===== src/rtl/uart_rx_buffered.sv =====
// uart_rx_buffered: 8N1 UART receiver with a one-byte valid/ready holding register.
// Ports: clk, rstn (async active-low), uart_rx (serial in, idle high),
//   data_out/data_valid/data_ready (holding register handshake),
//   framing_error and overrun (one-cycle pulses), busy (FSM not idle).
// Define UART_RX_PARITY_EN for 8E1 reception with parity checking.
module uart_rx_buffered #(
  parameter int CLKS_PER_BIT = 104,
  parameter int CNT_BITS = 12
) (
  input  logic       clk,
  input  logic       rstn,
  input  logic       uart_rx,
  output logic [7:0] data_out,
  output logic       data_valid,
  input  logic       data_ready,
  output logic       framing_error,
  output logic       overrun,
  output logic       busy
);
  localparam logic [CNT_BITS-1:0] HALF = CNT_BITS'(CLKS_PER_BIT / 2 - 1);
  localparam logic [CNT_BITS-1:0] FULL = CNT_BITS'(CLKS_PER_BIT - 1);
`ifdef UART_RX_PARITY_EN
  typedef enum logic [2:0] {IDLE, START, DATA, PARITY, STOP, BRK} state_t;
`else
  typedef enum logic [2:0] {IDLE, START, DATA, STOP, BRK} state_t;
`endif
  state_t state;
  logic s1, s2, done, par_err;
  logic [CNT_BITS-1:0] bit_cnt;
  logic [2:0] bit_idx;
  logic [7:0] shreg;
  wire rx = s2;
  wire tick = bit_cnt == '0;
  assign busy = state != IDLE;
`ifndef UART_RX_PARITY_EN
  assign par_err = 1'b0;
`endif
  always_ff @(posedge clk or negedge rstn)
    if (!rstn) begin
      state <= IDLE;
      {s2, s1} <= 2'b11;
      bit_cnt <= '0;
      bit_idx <= '0;
      shreg <= '0;
      done <= 1'b0;
`ifdef UART_RX_PARITY_EN
      par_err <= 1'b0;
`endif
      data_out <= '0;
      data_valid <= 1'b0;
      framing_error <= 1'b0;
      overrun <= 1'b0;
    end else begin
      {s2, s1} <= {s1, uart_rx};
      framing_error <= 1'b0;
      done <= 1'b0;
      if (!tick) bit_cnt <= bit_cnt - CNT_BITS'(1);
      case (state)
        IDLE: if (!rx) begin
          bit_cnt <= HALF;
          state <= START;
        end
        START: if (tick) begin
          if (!rx) begin
            bit_cnt <= FULL;
            shreg <= '0;
            bit_idx <= '0;
            state <= DATA;
          end else state <= IDLE;
        end
        DATA: if (tick) begin
          shreg <= {rx, shreg[7:1]};
          bit_cnt <= FULL;
          bit_idx <= bit_idx + 3'd1;
`ifdef UART_RX_PARITY_EN
          if (bit_idx == 3'd7) state <= PARITY;
`else
          if (bit_idx == 3'd7) state <= STOP;
`endif
        end
`ifdef UART_RX_PARITY_EN
        PARITY: if (tick) begin
          par_err <= rx ^ (^shreg);
          bit_cnt <= FULL;
          state <= STOP;
        end
`endif
        STOP: if (tick) begin
          done <= rx && !par_err;
          framing_error <= !rx || par_err;
          state <= rx ? IDLE : BRK;
        end
        BRK: if (rx) state <= IDLE;
        default: state <= IDLE;
      endcase
      // shreg is untouched until the next START tick, so it still holds the byte here
      overrun <= done && data_valid && !data_ready;
      if (done && (!data_valid || data_ready)) begin
        data_out <= shreg;
        data_valid <= 1'b1;
      end else if (data_ready) data_valid <= 1'b0;
    end
endmodule


===== config.mk =====
export PLATFORM = sky130hd
export DESIGN_NAME = uart_rx_buffered
export DESIGN_NICKNAME = d
export VERILOG_FILES = /design/src/rtl/uart_rx_buffered.sv
export SDC_FILE = /design/constraint.sdc
export NUM_CORES = 1
export LEC_CHECK = 0
export CAP_MARGIN = 20
export CORE_UTILIZATION = 53
export CTS_BUF_LIST = sky130_fd_sc_hd__clkbuf_8
export DETAILED_ROUTE_END_ITERATION = 8
export PLACE_DENSITY = 0.87
export SLEW_MARGIN = 0
export SYNTH_ARGS = -nofsm -noshare
export SYNTH_HDL_FRONTEND = slang
export SYNTH_SLANG_ARGS = --single-unit

===== constraint.sdc =====
create_clock -name clk -period 1.9 [get_ports clk]
set_input_delay 0.285 -clock clk [delete_from_list [all_inputs] [get_ports clk]]
set_output_delay 0.285 -clock clk [all_outputs]
set_load 0.005 [all_outputs]

==> results of run 1 <==
[final timing paths]
kind | startpoint | cells after the start | to
max in group asynchronous | rstn | 2 | data_out[6]
hold reg to reg | s1 | 0 | rx
hold / removal | rstn | 1 | bit_cnt[0]
setup / recovery | bit_cnt[5] | 8 | bit_cnt[0]
setup reg to reg | bit_cnt[5] | 8 | bit_cnt[0]
min in group clk | s1 | 0 | rx
[flip-flops by register name, summed over array words and instances, names as in the netlist]
register       flops
state              3
overrun            1
framing_error      1
bit_idx            3
rx                 1
data_out           8
data_valid         1
s1                 1
shreg              8
done               1
bit_cnt           12
[layout make-up]
type | count | area, sq um
inverter | 7 | 28.8
clock buffer | 5 | 68.8
multi-input combinational | 105 | 802
clock inverter | 3 | 47.5
tap | 44 | 55.1
timing repair buffer | 41 | 342
fill | 222 | 803
sequential | 40 | 1010
[placed cells by master, fill, tap and decap left out, types with 2 or more instances in the layout]
cell type	Yosys	final
clkbuf_8	0	5
dfrtp_1	38	36
nand4b_1	2	2
clkinv_4	0	2
dfstp_2	2	2
or2_2	2	2
nand2_1	12	12
inv_2	1	2
o21ai_0	5	5
buf_2	1	2
clkdlybuf4s50_1	0	14
nor2_1	15	15
nor3_1	7	6
a31oi_1	2	2
mux2i_1	2	2
inv_1	6	4
nor4_4	1	2
ha_4	0	2
dfrtp_2	0	2
nand3_1	4	4
a211o_1	2	2
buf_4	1	24
mux2_2	9	8
a21oi_1	7	6
xor2_1	5	5
ha_1	5	3
a22o_1	10	10
[power by group]
| group | switching [mW] | internal (mW) | total, mW |
|---|---|---|---|
| clock | 0.310 | 0.395 | 0.706 |
| sequential | 0.00262 | 0.854 | 0.857 |
| combinational | 0.0200 | 0.00819 | 0.0282 |
| total | 0.333 | 1.26 | 1.59 |
[timing repair]
item                       CTS  global route
resized for setup            9             7
pin swaps                    3             5
gates cloned                 0             1
setup endpoints to repair   15            17
buffers inserted             6             2
[layer usage]
metal / GRT usage / wire length (microns)
met1: 0.297 / 1660
met2: 0.421 / 2170
met3: 0.0789 / 175
met4: 0.146 / 120
met5: 0 / 0
[kinds of logic after synthesis]
| logic type | Yosys count | synth area share |
|---|---|---|
| AOI/OAI and AO/OA | 31 | 0.119 |
| xor gates and xnor gates | 5 | 0.0243 |
| adders and majority gates | 5 | 0.0347 |
| buffers and inverters | 13 | 0.0381 |
| DFF | 40 | 0.556 |
| muxes | 11 | 0.0672 |
| and+or+nand+nor | 53 | 0.161 |
[critical path, delay by kind of cell (launching register included)]
family | cells | cell delay, ns
flip-flops | 1 | 0.42
multiplexers | 1 | 0.09
buffers and inverters | 2 | 0.17
AND/OR/NAND/NOR | 2 | 0.60
AO/OA/AOI/OAI | 2 | 0.29
adder cells (fa/ha/maj) | 1 | 0.22
[stage by stage]
stage	setup slack, ns	hold slack [ns]	instances
3_3_place_gp	0.0381	0.345	228
2_1_floorplan	-0.118	-0.0106	158
5_1_grt	-0.0451	0.0671	245
6_report	-0.00379	0.0170	245
4_1_cts	0.0164	0.0327	242
3_5_place_dp	-0.0922	0.349	228
[cells in the mapped netlist (all sizes together)]
library cell | instances | area (sq um)
dfrtp | 38 | 951
nor2 | 15 | 56.3
nand2 | 12 | 45.0
a22o | 10 | 87.6
mux2 | 9 | 101
a21oi | 7 | 35.0
inv | 7 | 26.3
nor3 | 7 | 35.0
ha | 5 | 62.6
o21ai | 5 | 25.0
xor2 | 5 | 43.8
buf | 4 | 35.0
nand3 | 4 | 20.0
a211o | 2 | 17.5
a31oi | 2 | 12.5
and4 | 2 | 17.5
clkbuf | 2 | 7.51
dfstp | 2 | 52.6
mux2i | 2 | 20.0
nand4b | 2 | 17.5
nor2b | 2 | 12.5
nor4 | 2 | 27.5
or2 | 2 | 12.5
a211oi | 1 | 7.51
a2bb2oi | 1 | 8.76
nand2b | 1 | 6.26
nand4 | 1 | 6.26
o211ai | 1 | 7.51
o22ai | 1 | 6.26
o31ai | 1 | 7.51
or3 | 1 | 11.3
or4 | 1 | 11.3
or4bb | 1 | 11.3
==> flow_summary.yaml, run 1 <==
place:
  io_buffer_count: 15
  detailed_place_hpwl_mm: 2.70
  place_area_sq_um: 2110
  gp_congestion: 0.807
die:
  die_height_microns: 60.4
  core.rowCount: 20
  die_x_microns: 60.4
  fp.dieArea_sq_um: 3640
  initial_core_util: 0.573
  core_box_area_sq_um: 3150
  io_pins: 16
critical_path:
  cp_max_fo: 6
  timing.critical_path.to_type: "register"
  cp_cell_sequence: "nor4_4 -> and4_4 -> inv_4 -> buf_6 -> ha_4 -> a2bb2oi_2 -> o22ai_1 -> mux2i_1"
  critical_path.slowest_cell: "dfrtp_1"
  crit_path_max_incr_delay_ns: 0.42
  critPathRequiredTime_ns: 2.08
  worstSetupPathType: "reg -> reg"
  ff2ff_setup_slack_ns: -0.004
  worstSetupStartpointType: "register"
  worst-endpoint-arrival_ns: 2.09
synth:
  yosys_register_bits: 40
  syn_nets: 167
  yosysUniqueCellTypes: 37
  yosys_warnings: 0
  synth_area_per_cell_sq_um: 11.4
  netlist_instances: 158
  syn-cell-area_sq_um: 1810
  sequential_area_share_after_synthesis: 0.556
drt:
  drtAntennaViolNets: 0
  detail_route.drc_violations: 0
  detailedRoute.firstIterationViolations: 42
  drt_pass_1_iters: 4
  detail_route.vias_per_cell: 5.68
  routed-via-count: 1392
  post_route_wl_mm: 4.13
  post_drt_wl_per_cell_microns: 16.8
sta:
  post-route-worst-setup-slack_ns: -0.00379
  timing.final.crit_share: 1.00
  final_min_period_ns: 1.90
  timing_worst_slew_pin_value_ns: 0.684
  clock.fmax_mhz: 525
  rsz0062_at_grt: "true"
  final-setup-viol-count: 1
  finClkSkew_ns: 0.00751
  slew_violations: 0
  final-hold-violation-count: 0
  max-slew-margin-rel: 0.544
  finalSetupTns_ns: -0.00379
global_routing:
  gr-usage-all-layers: 0.256
  grt_start_max_net_pins: 32
  global_route.overflow_total: 0
  global_route_wire_length_before_repair_mm: 6.51
  grt_pass1_vias: 1416
  antenna_found_initial: 0
status:
  failed_checks: "negative setup slack"
  status: "finished with violations"
clocking:
  cts_made_buffers: 5
  clk_pin_slew_worst_paths_ns: 0.08
  ctsHtreeMaxLevel: 2
  cts_hold_repair.buffers: 0
  cts_tree: "yes"
  clock-sinks: 40
  insertion_delay_ns: 0.30
  cts_root_buffer: "clkbuf_8"
  number_of_buffers_between_clock_root_and_the_deepest_sink: 2
hold_path:
  holdCritPathClass: "in -> async"
flow_run:
  cap_viol_max_count: 0
final_layout:
  post_route_cells_drive_above_1_share: 0.318
  synthToLayoutAreaGrowth_pct: 30.1
  finalNetCount: 209
  stdcell_area_sq_um: 2350
  postLayoutCoreUtil: 0.745
  diodes: 0
power_and_ir_drop:
  p_per_area_nw_per_um2: 677
  static-leakage-power_nw: 1.14
  vdd.ir_drop.worst_mv: 0.490
  total_power_mw: 1.59
(Power assumes the default switching activity.)
==> inputs of run 2 (changes only) <==
--- a/config.mk
+++ b/config.mk
@@ -8,6 +8,7 @@
 export CAP_MARGIN = 20
 export CORE_UTILIZATION = 53
 export CTS_BUF_LIST = sky130_fd_sc_hd__clkbuf_8
+export CTS_CLUSTER_SIZE = 24
 export DETAILED_ROUTE_END_ITERATION = 8
 export PLACE_DENSITY = 0.87
 export SLEW_MARGIN = 0
==> results of run 2 <==
Same layout as run 1: the final DEF is identical, and so are final timing and power.
==> inputs of run 3 (changes only) <==
==> constraint.sdc (replaced) <==
create_clock -name clk -period 1.6 [get_ports clk]
set_input_delay 0.24 -clock clk [delete_from_list [all_inputs] [get_ports clk]]
set_output_delay 0.24 -clock clk [all_outputs]
set_load 0.005 [all_outputs]
==> flow_summary.yaml, run 3 (synthesis gave the netlist of run 1 again) <==
sta:
  max-slew-margin-rel: 0.697
  final-setup-viol-count: 27
  finClkSkew_ns: 0.00867
  final_min_period_ns: 2.01
  rsz0062_at_grt: "true"
  timing.final.crit_share: 1.25
  final-hold-violation-count: 0
  timing_worst_slew_pin_value_ns: 0.455
  finalSetupTns_ns: -6.53
  slew_violations: 0
  post-route-worst-setup-slack_ns: -0.408
  fin_worst_hold_slack_ns: 0.349
  clock.fmax_mhz: 498
critical_path:
  worstSetupStartpointType: "register"
  worstSetupPathType: "reg -> reg"
  cp_max_fo: 5
  worst-endpoint-arrival_ns: 2.20
  timing.critical_path.to_type: "register"
  worst_r2r_path_depth: 10
  critPathRequiredTime_ns: 1.79
flow_run:
  cap_viol_max_count: 0
global_routing:
  antenna_found_initial: 0
  grt_pass1_vias: 1469
  global_route_wire_length_before_repair_mm: 6.73
  grt_start_max_net_pins: 22
  gr-usage-all-layers: 0.261
  global_route.overflow_total: 0
die:
  initial_core_util: 0.573
  die_x_microns: 60.4
  die_height_microns: 60.4
  core.rowCount: 20
  core_box_area_sq_um: 3150
  io_pins: 16
  fp.dieArea_sq_um: 3640
place:
  detailedPlace.worstSlack_ns: -0.370
  gp_congestion: 0.910
  place.detailed.instances: 234
  detailed_place_hpwl_mm: 2.80
  io_buffer_count: 15
status:
  failed_checks: "negative setup slack"
  status: "finished with violations"
drt:
  detailroute.wirelength.met2_mm: 2.62
  route.met3.wl_microns: 246
  routed-via-count: 1497
  drt_pass_1_iters: 4
  post_drt_wl_per_cell_microns: 18.6
  detail_route.drc_violations: 0
  post_route_wl_mm: 4.83
  wirelength_met1_mm: 1.86
  detailedRoute.firstIterationViolations: 81
  detail_route.vias_per_cell: 5.76
  topRoutingLayerUsed: "met4"
  drtAntennaViolNets: 0
final_layout:
  layout.cells.most_common: "dfrtp_1"
  largest_register_ff_count: 12
  fin_cells: 260
  largest_registers: "bit_cnt: 12 flops, data_out: 8 flops, shreg: 8 flops"
  diodes: 0
  post_route_cells_drive_above_1_share: 0.435
  finalNetCount: 224
  leading_cell_types_in_the_layout_fill_and_taps_excluded: "dfrtp_1 (36), buf_4 (35), clkdlybuf4s50_1 (13), nand2_1 (10), a22o_1 (10)"
  largest-register: "bit_cnt"
  synthToLayoutAreaGrowth_pct: 43.7
clocking:
  cts_made_buffers: 5
  clock-sinks: 40
  insertion_delay_ns: 0.29
  clk_pin_slew_worst_paths_ns: 0.08
  number_of_buffers_between_clock_root_and_the_deepest_sink: 2
  cts_tree: "yes"
  cts_root_buffer: "clkbuf_8"
  ctsHtreeMaxLevel: 2
hold_path:
  hold-path-cell-count: 1
  holdCritPathClass: "in -> reg"
power_and_ir_drop:
  vdd.ir_drop.worst_mv: 0.557
  p_per_area_nw_per_um2: 658
  total_power_mw: 1.71
  static-leakage-power_nw: 1.22
run 3: changes by cell type in the layout (fill, tap and decap cells not counted), moves of 3 or more:
cell,before,now
buf_4,24,35
nor2_1,15,8
nor2_4,0,5
o21ai_0,5,2
run 3: final timing paths:
kind | endpoint | startpoint | slack (ns)
worst max register to register | bit_cnt[0] | bit_cnt[0] | -0.41
max in group asynchronous | s1 | rstn | 0.63
min in group asynchronous | shreg[1] | rstn | 0.43
worst max-delay path | bit_cnt[0] | bit_cnt[0] | -0.41
worst min register to register | rx | s1 | 0.36
worst min-delay path | s1 | uart_rx | 0.35
run 3: cell type report:
cell class	count	area (sq um)
fill	185	558
tap	44	55.1
sequential	40	1010
clock inverter	3	18.8
inverter	7	28.8
timing repair buffer	55	487
multi-input combinational	106	931
clock buffer	5	68.8
run 3: power breakdown:
part	internal, mW	total (mW)	leakage, nW	switching [mW]
sequential	1.01	1.02	0.534	0.00356
clock	0.303	0.648	0.0479	0.345
combinational	0.0147	0.0421	0.642	0.0274
run 3: timing repair:
action,in CTS,in global routing
setup buffers,9,8
hold buffers,1,0
gates resized for setup,18,23
cloned,0,2
hold endpoints to repair,19,0
pin swaps,12,11
setup endpoints to repair,25,29
run 3: stage by stage:
stage | utilization | cell area, sq um
finish | 0.823 | 2590
global route | 0.823 | 2590
CTS | 0.767 | 2420
detailed placement | 0.700 | 2210
global placement | 0.700 | 2210
floorplan | - | 1860
run 3: worst max-delay path: stages, from the launching register on:
cell and delay, ns:
dfrtp_1 0.39, inv_1 0.12, ha_4 0.14, nor2b_4 0.14, and4_4 0.25, inv_4 0.05
buf_12 0.13, ha_4 0.27, a2bb2oi_2 0.12, o22ai_1 0.08, mux2i_1 0.21
run 3: routing by layer:
metal | global-route usage | vias up
li1 | - | 677
met5 | 0 | -
met1 | 0.282 | 743
met4 | 0.110 | 0
met2 | 0.484 | 65
met3 | 0.0618 | 12
